## src/rtl/cpu_pkg.sv

```systemverilog
// Shared encodings for the CPU control path: sequencer states, next-PC ops,
// trap causes and the canonical NOP.
package cpu_pkg;

   typedef enum logic [2:0] {
      ST_IDLE  = 3'd0,
      ST_FETCH = 3'd1,
      ST_EXEC  = 3'd2,
      ST_HALT  = 3'd3,
      ST_TRAP  = 3'd4
   } state_t;

   localparam logic [1:0] NPC_SEQ  = 2'b00;
   localparam logic [1:0] NPC_JALR = 2'b01;
   localparam logic [1:0] NPC_BR   = 2'b10;
   localparam logic [1:0] NPC_JAL  = 2'b11;

   localparam logic [1:0] TRAP_NONE     = 2'b00;
   localparam logic [1:0] TRAP_MISALIGN = 2'b01;
   localparam logic [1:0] TRAP_TIMEOUT  = 2'b10;

   localparam logic [31:0] NOP_INST = 32'h0000_0013;

endpackage

```

## src/rtl/pc_sequencer.sv

```systemverilog
// Fetch/commit sequencer: owns the PC, runs FETCH->EXEC against an acked imem,
// gates decoder next-PC controls, traps misaligned targets and fetch timeouts.
module pc_sequencer
   import cpu_pkg::*;
#(
   parameter logic [31:0] RESET_PC      = 32'h0000_0000,
   parameter int unsigned FETCH_TIMEOUT = 255
) (
   input  logic        clk,
   input  logic        rst,
   output logic        imem_req,
   output logic [31:0] imem_addr,
   input  logic        imem_ack,
   input  logic [31:0] imem_rdata,
   output logic [31:0] inst,
   output logic        inst_valid,
   input  logic [1:0]  dec_npc_op,
   input  logic        dec_br_taken,
   output logic [1:0]  npc_op,
   output logic        npc_if_branch,
   output logic [31:0] pc,
   input  logic [31:0] npc,
   input  logic        exec_stall,
   input  logic        halt,
   output logic        halted,
   output logic        trap,
   output logic [1:0]  trap_cause,
   output logic [31:0] trap_pc,
   output logic [31:0] instret
);

   // A disabled timeout still needs a 1-bit counter to keep the code legal.
   localparam int CW = (FETCH_TIMEOUT > 0) ? $clog2(FETCH_TIMEOUT + 1) : 1;

   state_t          state_q, state_d;
   logic [31:0]     pc_q, inst_q, instret_q, trap_pc_q;
   logic [1:0]      trap_cause_q;
   logic [CW-1:0]   tmo_cnt;
   logic            timeout_hit;
   logic            misaligned;

   assign timeout_hit = (FETCH_TIMEOUT != 0) && ((32'(tmo_cnt) + 32'd1) == FETCH_TIMEOUT);
   assign misaligned  = (npc[1:0] != 2'b00);

   always_ff @(posedge clk) begin
      if (rst) state_q <= ST_IDLE;
      else     state_q <= state_d;
   end

   always_comb begin
      state_d = state_q;
      unique case (state_q)
         ST_IDLE:  state_d = ST_FETCH;
         ST_FETCH: begin
            if (imem_ack)         state_d = ST_EXEC;
            else if (timeout_hit) state_d = ST_TRAP;
         end
         ST_EXEC: begin
            if (!exec_stall) begin
               if (misaligned) state_d = ST_TRAP;
               else if (halt)  state_d = ST_HALT;
               else            state_d = ST_FETCH;
            end
         end
         default:  state_d = state_q;
      endcase
   end

   always_ff @(posedge clk) begin
      if (rst) begin
         pc_q         <= RESET_PC;
         inst_q       <= NOP_INST;
         instret_q    <= 32'd0;
         trap_cause_q <= TRAP_NONE;
         trap_pc_q    <= 32'd0;
         tmo_cnt      <= '0;
      end else begin
         unique case (state_q)
            ST_FETCH: begin
               if (imem_ack) begin
                  inst_q  <= imem_rdata;
                  tmo_cnt <= '0;
               end else begin
                  tmo_cnt <= tmo_cnt + CW'(1);
                  if (timeout_hit) begin
                     trap_cause_q <= TRAP_TIMEOUT;
                     trap_pc_q    <= pc_q;
                  end
               end
            end
            ST_EXEC: begin
               // A misaligned target traps without retiring or moving the PC.
               if (!exec_stall) begin
                  if (misaligned) begin
                     trap_cause_q <= TRAP_MISALIGN;
                     trap_pc_q    <= npc;
                  end else begin
                     pc_q      <= npc;
                     instret_q <= instret_q + 32'd1;
                  end
               end
            end
            default: ;
         endcase
      end
   end

   assign imem_req      = (state_q == ST_FETCH);
   assign imem_addr     = pc_q;
   assign inst          = inst_q;
   assign inst_valid    = (state_q == ST_EXEC);
   assign npc_op        = (state_q == ST_EXEC) ? dec_npc_op : NPC_SEQ;
   assign npc_if_branch = dec_br_taken & (state_q == ST_EXEC);
   assign pc            = pc_q;
   assign halted        = (state_q == ST_HALT) || (state_q == ST_TRAP);
   assign trap          = (state_q == ST_TRAP);
   assign trap_cause    = trap_cause_q;
   assign trap_pc       = trap_pc_q;
   assign instret       = instret_q;

endmodule

```

## config.mk

```make
export PLATFORM = sky130hd
export DESIGN_NAME = pc_sequencer
export DESIGN_NICKNAME = d
export VERILOG_FILES = /design/src/rtl/cpu_pkg.sv /design/src/rtl/pc_sequencer.sv
export SDC_FILE = /design/constraint.sdc
export NUM_CORES = 1
export LEC_CHECK = 0
export ABC_AREA = 1
export CAP_MARGIN = 15
export CORE_ASPECT_RATIO = 0.5
export CORE_UTILIZATION = 46
export DETAILED_ROUTE_END_ITERATION = 8
export PLACE_DENSITY_LB_ADDON = 0.08
export REMOVE_ABC_BUFFERS = 1
export SYNTH_ARGS = -nofsm -noshare
export SYNTH_HDL_FRONTEND = slang
export SYNTH_SLANG_ARGS = --single-unit
```

## constraint.sdc

```tcl
create_clock -name clk -period 2 [get_ports clk]
set_input_delay 0.3 -clock clk [delete_from_list [all_inputs] [get_ports clk]]
set_output_delay 0.3 -clock clk [all_outputs]
set_load 0.02 [all_outputs]
```

==> results.toml, run 1 <==
[die]
core.rowCount = 31
dieWidth_um = 174
core_sq_um = 14500
fp.dieH_um = 88.1
die_area_sq_um = 15300
start_util = 0.471
io_pins = 241

[critical_path]
crit_family = "buffers and inverters"
cp.required_ns = 1.70
critical_path.slowest_cell = "clkdlybuf4s50_1"
end_kind = "output port"
cp_max_fo = 4
arrival_ns = 1.66
max_stage_delay_ns = 0.64
cp_cell_sequence = "inv_2 -> nor3_4 -> clkdlybuf4s50_1"
critPathKind = "reg -> out"
crit_path_start_kind = "flip-flop"
cp_num_buf_inv = 2

[sta]
timing.hold.ws_ns = 0.398
rsz0062_at_grt = "no"
setup_viol = 0
post-route-period-util = 0.979
min_period_ns = 1.96
final_hold_viol_count = 0
slew_headroom = 0.469
fmax_mhz = 511
tightest_slew_ns = 0.797
fin_worst_skew_ns = 0.0116
drv_slew = 0

[yosys]
yosys_warnings = 0
synthArstFlopShare = 0
synth_edf_count = 0
ys.flop_type = "dfxtp_1"
syn_area_per_cell_sq_um = 6.94
synth_cells = 982
netlist_area_sq_um = 6820
yosysSeqAreaShare = 0.414
ys_types = 36
ys_ff_latch = 141

[clock_network]
clk_latency_ns = 0.42
clkSinkCount = 141
cts_buffers = 17
path_clk_slew_ns = 0.06
clockRootBuffer = "clkbuf_16"
cts_max_level = 4
clk_path_buf_depth = 2
cts_tree = "built"

[drt]
drt_pass1_iterations = 6
wl_per_cell_um = 14.5
detail-route-antenna-nets = 0
post-route-drc-count = 0
vias = 7110
drt_iter0_markers = 477
wl_um = 20400
vias_per_cell = 5.06

[global_routing]
use_met1 = 0.318
grt_pass1_wl_um = 32400
grtUsageMet3 = 0.0651
grt_use_met2 = 0.477
antenna_found_initial = 0
top_usage_layer = "met2"
grt_use_total = 0.265
grt_pass1_vias = 6603
grt_overflow = 0
grt_max_degree = 82

[power]
p_leak_nw = 3.76
vdd_drop_max_mv = 0.734
pwr_density_cell_nw_per_um2 = 933

[placement]
gp_congestion = 0.871
dp_hpwl_um = 14100
io_buffer_count = 240

[min_path]
holdCritPathClass = "in -> reg"

[layout]
layout.nets = 1271
area_growth_syn_to_layout_pct = 45.7
diodes = 0
drive_above_1_share = 0.100
final_core_util = 0.687
nFillCells = 1246

[job]
maxCapViolations = 0

[status]
outcome = "finished, final reports clean"
## cells in the mapped netlist, types with 3 or more instances
cell      number  share of area
nor2_1       181           0.10
nand2_2       11          0.010
o21ai_0       73          0.054
nand3_2        9          0.013
nand4_1        9         0.0083
a21oi_2       12          0.015
ha_1           3         0.0055
nand3b_1       5         0.0055
buf_2          9         0.0066
clkbuf_1      25          0.014
nor3_1        21          0.015
xor2_1         5         0.0064
a21oi_1       55          0.040
nand2_1      262           0.14
clkbuf_8       4         0.0081
buf_4         32          0.035
inv_1         51          0.028
dfxtp_1      141           0.41
buf_6          7          0.012
nand3_1       45          0.033
## worst register-to-register path: cells and delay by family (launching register included)
kind                   cells  cell delay [ns]
AO/OA/AOI/OAI              2             0.26
buffers and inverters      5             0.76
flip-flops                 1             0.34
AND/OR/NAND/NOR            3             0.43
## power by group
part | internal [mW] | switching [mW] | total (mW)
Combinational | 1.13 | 1.59 | 2.71
Sequential | 3.05 | 0.141 | 3.19
Clock | 2.09 | 1.28 | 3.37
## cells in the final DEF (no fill, tap or decap), types with 3 or more instances in the layout
cell               n
a21oi_1           55
a21oi_2           11
buf_12             7
buf_4             27
bufinv_16          4
clkbuf_16         17
clkdlybuf4s50_1  233
clkinv_4           3
clkinvlp_4         3
dfxtp_1          138
dfxtp_2            3
dlygate4sd2_1      5
inv_1             49
inv_2              4
inv_6              3
nand2_1          261
nand2_2           11
nand3_1           45
nand3_2            9
nand3b_1           5
nand4_1            9
nor2_1           180
nor2_2             3
nor3_1            20
nor3_4             4
o21ai_0           73
xor2_1             5
## path summary, 6_finish.rpt
kind | cells after the start | slack [ns] | to | from
setup / recovery | 3 | 0.04 | imem_req | state_q[0]$_SDFFE_PP0P_
setup reg to reg | 10 | 0.13 | trap_cause[1]$_SDFFE_PP0P_ | state_q[2]$_SDFFE_PP0P_
hold / removal | 5 | 0.40 | trap_cause[0]$_SDFFE_PP0P_ | rst
hold reg to reg | 2 | 0.45 | inst[0]$_SDFFE_PP1P_ | inst[0]$_SDFFE_PP1P_
## final cells by class
class	instances	area [sq um]	share of cell area
timing repair buffer	274	2740	0.275
sequential	141	2830	0.285
clock buffer	18	429	0.0432
clock inverter	13	191	0.0193
tap	198	248	0.0249
multi-input combinational	706	3280	0.330
inverter	56	223	0.0224
## sequential cells by signal, summed over array words and instances (netlist names)
register and cells:
trap_cause 2, tmo_cnt 8, trap_pc 32, instret 32, inst 32, imem_addr 32, state_q 3
## cell families after synthesis
logic type / after synthesis / synth area share
simple gates: 555 / 0.351
compound gates: 143 / 0.113
flops: 141 / 0.414
buf+inv: 135 / 0.110
xor+xnor: 5 / 0.00642
fa+ha+maj: 3 / 0.00551
## per-stage QoR
step	setup WS, ns	area [sq um]	std cells	TNS [ns]	total power [mW]
after floorplan	-1.48	6280	903	-84.54	4.53
after global placement	-0.0119	9240	1370	-0.0119	5.84
after detailed placement	-0.0961	9240	1370	-0.276	5.89
after CTS	0.0142	9880	1404	0	9.27
after global routing	0.00432	9930	1406	0	9.67
final	0.0430	9930	1406	0	9.27
## what timing repair did
item | CTS | global route
gates resized for setup | 10 | 10
hold endpoints to repair | 0 | 0
hold buffers | 0 | 0
pin swaps | 2 | 2
buffers inserted | 3 | 2
gates cloned | 0 | 0
setup endpoints to repair | 8 | 66
## routing by layer
| metal | wire, um | up-vias |
|---|---|---|
| met5 | 0 | - |
| met4 | 337 | 0 |
| met3 | 1280 | 38 |
| met2 | 9970 | 250 |
| met1 | 8780 | 3288 |
| li1 | - | 3534 |
Power figures use the tool's default switching activity.
==> run 2, diff against run 1 <==
--- a/config.mk
+++ b/config.mk
@@ -6,6 +6,7 @@
 export NUM_CORES = 1
 export LEC_CHECK = 0
 export ABC_AREA = 1
+export ABC_CLOCK_PERIOD_IN_PS = 2000
 export CAP_MARGIN = 15
 export CORE_ASPECT_RATIO = 0.5
 export CORE_UTILIZATION = 46
@@ -15,3 +16,4 @@
 export SYNTH_ARGS = -nofsm -noshare
 export SYNTH_HDL_FRONTEND = slang
 export SYNTH_SLANG_ARGS = --single-unit
+export TNS_END_PERCENT = 20
==> run 2 against run 1 <==
Utilization shrank 0.12 points. Critical path depth is the same. Register-to-register slack gained 0.05 ns. Via count shrank 0.23%. Critical endpoint unchanged.
==> results.toml, run 2 (synthesis gave the netlist of run 1 again) <==
[drt]
drt_iter0_markers = 453
detail-route-antenna-nets = 0
met3WireLength_um = 1400
routed.top_layer = "met4"
wl_um = 20300
wl_met2_um = 10000
post-route-drc-count = 0
drt_pass1_iterations = 5
vias_per_cell = 5.04
vias = 7094
wl_met1_um = 8610
wl_per_cell_um = 14.4

[sta]
post-route-period-util = 0.979
setup_tns_ns = 0
fmax_mhz = 511
fin_worst_skew_ns = 0.0107
timing.hold.ws_ns = 0.401
slew_headroom = 0.481
drv_slew = 0
min_period_ns = 1.96
tightest_slew_ns = 0.779
rsz0062_at_grt = "no"
final_hold_viol_count = 0
setup_viol = 0

[layout]
final_core_util = 0.685
layout_commonest_cell = "nand2_1"
area_growth_syn_to_layout_pct = 45.4
diodes = 0
drive_above_1_share = 0.0984
final_cell_mix = "nand2_1 (261), clkdlybuf4s50_1 (233), nor2_1 (181)"
final_cells = 1407
layout.nets = 1272
finalInstanceArea_sq_um = 9910

[critical_path]
end_kind = "output port"
cp.required_ns = 1.70
cp_max_fo = 4
max_stage_delay_ns = 0.64
arrival_ns = 1.66
cp_num_buf_inv = 2
crit_family = "buffers and inverters"
crit_path_start_kind = "flip-flop"
cp_cell_sequence = "inv_2 -> nor3_4 -> clkdlybuf4s50_1"
critical_path.slowest_cell = "clkdlybuf4s50_1"
critPathKind = "reg -> out"
crit_start = "state_q[0]$_SDFFE_PP0P_"
reg2reg_from = "tmo_cnt[0]$_SDFFE_PP0P_"

[min_path]
holdCritPathClass = "in -> reg"
min_from = "rst"

[global_routing]
grt_use_total = 0.264
grt_pass1_wl_um = 32300
antenna_found_initial = 0
grt_overflow = 0
grt_max_degree = 82
grt_pass1_vias = 6585

[status]
outcome = "finished, final reports clean"

[power]
p_leak_nw = 3.75
pwr_density_cell_nw_per_um2 = 930
vdd_drop_max_mv = 0.734

[die]
core_sq_um = 14500
io_pins = 241
start_util = 0.471
die_area_sq_um = 15300
dieWidth_um = 174
core.rowCount = 31
fp.dieH_um = 88.1

[clock_network]
cts_max_level = 4
clk_latency_ns = 0.42
ctsHoldBuffers = 0
cts_buffers = 17
clkSinkCount = 141
path_clk_slew_ns = 0.07
clk_path_buf_depth = 2
cts_tree = "built"
clockRootBuffer = "clkbuf_16"

[placement]
dp_hpwl_um = 14100
io_buffer_count = 240
dp.cells = 1370
gp_congestion = 0.871
post_dp_cell_area_sq_um = 9240

[job]
maxCapViolations = 0
[run 2: tightest hold or removal path: cells and delay by family]
family	cells	cell delay, ns
buf+inv	3	0.33
simple gates	2	0.13
[run 2: final cells by class]
class	count	area (sq um)
well taps	198	248
inverters	56	228
clock buffers	18	429
multi-input cells	706	3250
flip-flops and latches	141	2830
fillers	1256	4550
clock inverters	13	191
repair buffers	275	2740
[run 2: worst paths after layout]
path                                end  slack (ns)  cells after the start
max                            imem_req        0.04                      3
min          trap_cause[0]$_SDFFE_PP0P_        0.40                      5
max reg2reg  trap_cause[1]$_SDFFE_PP0P_        0.18                     12
min reg2reg        inst[0]$_SDFFE_PP1P_        0.45                      2
[run 2: routing by layer]
layer,track usage,vias to the layer above
li1,-,3540
met3,0.0651,29
met4,0.0813,0
met5,0,-
met1,0.318,3282
met2,0.473,243
[run 2: what timing repair did]
action,in CTS,in global routing
pin swaps,0,1
gates resized for setup,5,10
setup buffers,0,6
setup endpoints to repair,8,85
[run 2: metrics by stage]
stage	setup WS (ns)	power, mW
3_3_place_gp	-0.0119	5.84
4_1_cts	-0.243	9.25
6_report	0.0420	9.22
3_5_place_dp	-0.0961	5.89
5_1_grt	0.00347	9.63
2_1_floorplan	-1.48	4.53
[run 2: where the power goes]
part / total [mW] / switching (mW) / internal (mW)
registers: 3.18 / 0.141 / 3.04
logic: 2.67 / 1.58 / 1.09
clock network: 3.37 / 1.27 / 2.09
total: 9.22 / 3.00 / 6.23
==> run 3, diff against run 2 <==
--- a/config.mk
+++ b/config.mk
@@ -5,12 +5,12 @@
 export SDC_FILE = /design/constraint.sdc
 export NUM_CORES = 1
 export LEC_CHECK = 0
-export ABC_AREA = 1
 export ABC_CLOCK_PERIOD_IN_PS = 2000
 export CAP_MARGIN = 15
 export CORE_ASPECT_RATIO = 0.5
-export CORE_UTILIZATION = 46
+export CORE_UTILIZATION = 56
 export DETAILED_ROUTE_END_ITERATION = 8
+export DONT_BUFFER_PORTS = 1
 export PLACE_DENSITY_LB_ADDON = 0.08
 export REMOVE_ABC_BUFFERS = 1
 export SYNTH_ARGS = -nofsm -noshare
==> run 3 against run 2 <==
The run now ends with negative hold slack, negative setup slack left. Combinational power decreased by 86%. Synthesized cell count decreased by 25%. Utilization increased by 1.8 points. Critical endpoint is now instret[27]$_SDFFE_PP0P_. Largest power group unchanged. Setup slack got worse by 0.18 ns. Routed wire length decreased by 22%. Critical path depth increased by 2. Design area decreased by 25%. Highest routed layer unchanged. Final cell count decreased by 37%. Sequential share of layout area increased by 9.6 points. Fmax decreased by 8.3%. Die area decreased by 24%.
==> results.toml, run 3 <==
[critical_path]
cp_num_buf_inv = 1
crit_family = "simple AND/OR/NAND/NOR gates"
cp_cell_sequence = "or4b_4 -> buf_6 -> or4_4 -> or4_4 -> a21oi_2"
critical_path.slowest_cell = "or4b_4"
path_common_cell = "or4_4"
cp_max_fo = 4
critPathKind = "reg -> reg"
end_kind = "flip-flop"
cp.required_ns = 2.34
arrival_ns = 2.48
max_stage_delay_ns = 0.52
crit_path_start_kind = "flip-flop"

[clock_network]
clkSinkCount = 141
cts_buffers = 17
cts_max_level = 4
ctsHoldBuffers = 1
clk_path_buf_depth = 2
clk_latency_ns = 0.41
clockRootBuffer = "clkbuf_16"
path_clk_slew_ns = 0.06
cts_tree = "built"

[yosys]
yosysSeqAreaShare = 0.449
ys.flop_type = "dfxtp_1"
synth_cells = 736
synth_edf_count = 0
syn_area_per_cell_sq_um = 8.53
yosys_warnings = 0
netlist_area_sq_um = 6280
yosysTopAreaCellShare = 0.449
synth_top_area_cell = "dfxtp_1"
synth_commonest_cells = "dfxtp_1 (141), nand2_1 (141), a21oi_1 (93)"
synthArstFlopShare = 0
ys_types = 43
ys_ff_latch = 141
yosys-top-cells-area = "dfxtp_1 (45%), nand2_1 (8.4%), a211oi_1 (7.8%), a21oi_1 (7.4%), mux2i_1 (5.3%)"

[layout]
diodes = 0
layout.nets = 811
drive_above_1_share = 0.184
final_cell_mix = "nand2_1 (141), dfxtp_1 (138), a21oi_1 (90)"
final_core_util = 0.703
area_growth_syn_to_layout_pct = 18.1
finalInstanceArea_sq_um = 7410
final_cells = 889
layout_commonest_cell = "nand2_1"

[power]
p_seq_frac = 0.446
p_int_mw = 5.22
pwr-share-clk = 0.499
finalPower_mw = 6.76
power.switching_mw = 1.54
comb_power_share = 0.055
vdd_drop_max_mv = 0.628
pwr_density_cell_nw_per_um2 = 913
swShare = 0.228
p_leak_nw = 2.51

[sta]
setup_viol = 4
slew_headroom = 0.646
setup_tns_ns = -0.271
post-route-period-util = 1.07
min_period_ns = 2.14
layout_setup_ws_ns = -0.136
final_hold_viol_count = 56
fin_worst_skew_ns = 0.0126
fmax_mhz = 468
tightest_slew_ns = 0.531
timing.hold.ws_ns = -0.0473
drv_slew = 0
rsz0062_at_grt = "yes"

[placement]
pre_cts_slack_ns = -0.167
dp_hpwl_um = 10500
dp.cells = 849
gp_congestion = 0.798
io_buffer_count = 0
post_dp_cell_area_sq_um = 6550

[die]
die_area_sq_um = 11700
io_pins = 241
fp.dieH_um = 76.9
start_util = 0.596
dieWidth_um = 152
core_sq_um = 10500
core.rowCount = 26

[min_path]
holdCritPathClass = "in -> reg"

[drt]
post-route-drc-count = 0
wl_um = 15900
drt_iter0_markers = 254
vias_per_cell = 5.98
detail-route-antenna-nets = 0
drt_pass1_iterations = 5
vias = 5320
wl_per_cell_um = 17.9

[global_routing]
grt_pass1_vias = 5212
antenna_found_initial = 0
grt_use_total = 0.278
grt_max_degree = 145
grt_overflow = 0
grt_pass1_wl_um = 25500

[status]
violations = "negative hold slack, negative setup slack"
outcome = "finished with violations"

[job]
maxCapViolations = 0
run 3: cell types whose count changed in the layout (fill, tap and decap cells not counted), sizes merged, moves of 33 or more:
cell	previous run	this run
clkdlybuf4s50	233	0
nor2	184	20
nand2	274	141
o21ai	73	7
a211oi	0	65
inv	56	8
nand3	56	14
buf	36	71
mux2i	0	33
run 3: power by group through the flow:
stage | registers [mW] | clock network [mW] | logic, mW
floorplan | 3.06 | 0 | 0.229
global placement | 3.07 | 0 | 0.323
detailed placement | 3.08 | 0 | 0.330
CTS | 3.01 | 3.42 | 0.366
global route | 3.02 | 3.55 | 0.415
finish | 3.01 | 3.38 | 0.373
run 3: area by class of cell:
class | count | area, sq um
tap | 140 | 175
sequential | 141 | 2830
multi-input combinational | 498 | 3070
clock inverter | 12 | 181
clock buffer | 20 | 457
inverter | 5 | 18.8
fill | 851 | 3130
timing repair buffer | 73 | 684
run 3: cells by family (layout without fill, tap and decap cells):
family | Yosys count | after routing | share of synthesized area
and+or+nand+nor | 256 | 256 | 0.201
buffers and inverters | 97 | 110 | 0.0797
adders and majority gates | 3 | 3 | 0.00598
DFF | 141 | 141 | 0.449
xor gates and xnor gates | 8 | 8 | 0.0112
AOI/OAI and AO/OA | 195 | 195 | 0.195
muxes | 36 | 36 | 0.0580
run 3: final timing paths:
path | from | cells past startpoint | slack, ns | endpoint
setup / recovery | state_q[0]$_SDFFE_PP0P_ | 5 | -0.14 | instret[27]$_SDFFE_PP0P_
hold reg to reg | tmo_cnt[7]$_SDFFE_PP0P_ | 2 | 0.48 | tmo_cnt[7]$_SDFFE_PP0P_
setup reg to reg | state_q[0]$_SDFFE_PP0P_ | 5 | -0.14 | instret[27]$_SDFFE_PP0P_
hold / removal | rst | 1 | -0.05 | imem_addr[27]$_SDFFE_PP0P_
run 3: what timing repair did:
action | in CTS | in global routing
hold endpoints to repair | 134 | 131
pin swaps | 9 | 10
resized for setup | 19 | 18
setup endpoints to repair | 54 | 56
cloned | 1 | 0
buffers inserted | 5 | 1
run 3: routing by layer:
layer | up-vias | track usage | share of wire
li1 | 2607 | - | -
met1 | 2507 | 0.328 | 0.42
met2 | 188 | 0.467 | 0.48
met3 | 18 | 0.100 | 0.079
met4 | 0 | 0.0861 | 0.013
met5 | - | 0 | 0
run 3: worst register-to-register path: stages (launching register included):
cell and delay (ns):
dfxtp_2 0.32, or4b_4 0.52, buf_6 0.14, or4_4 0.51, or4_4 0.43, a21oi_2 0.14
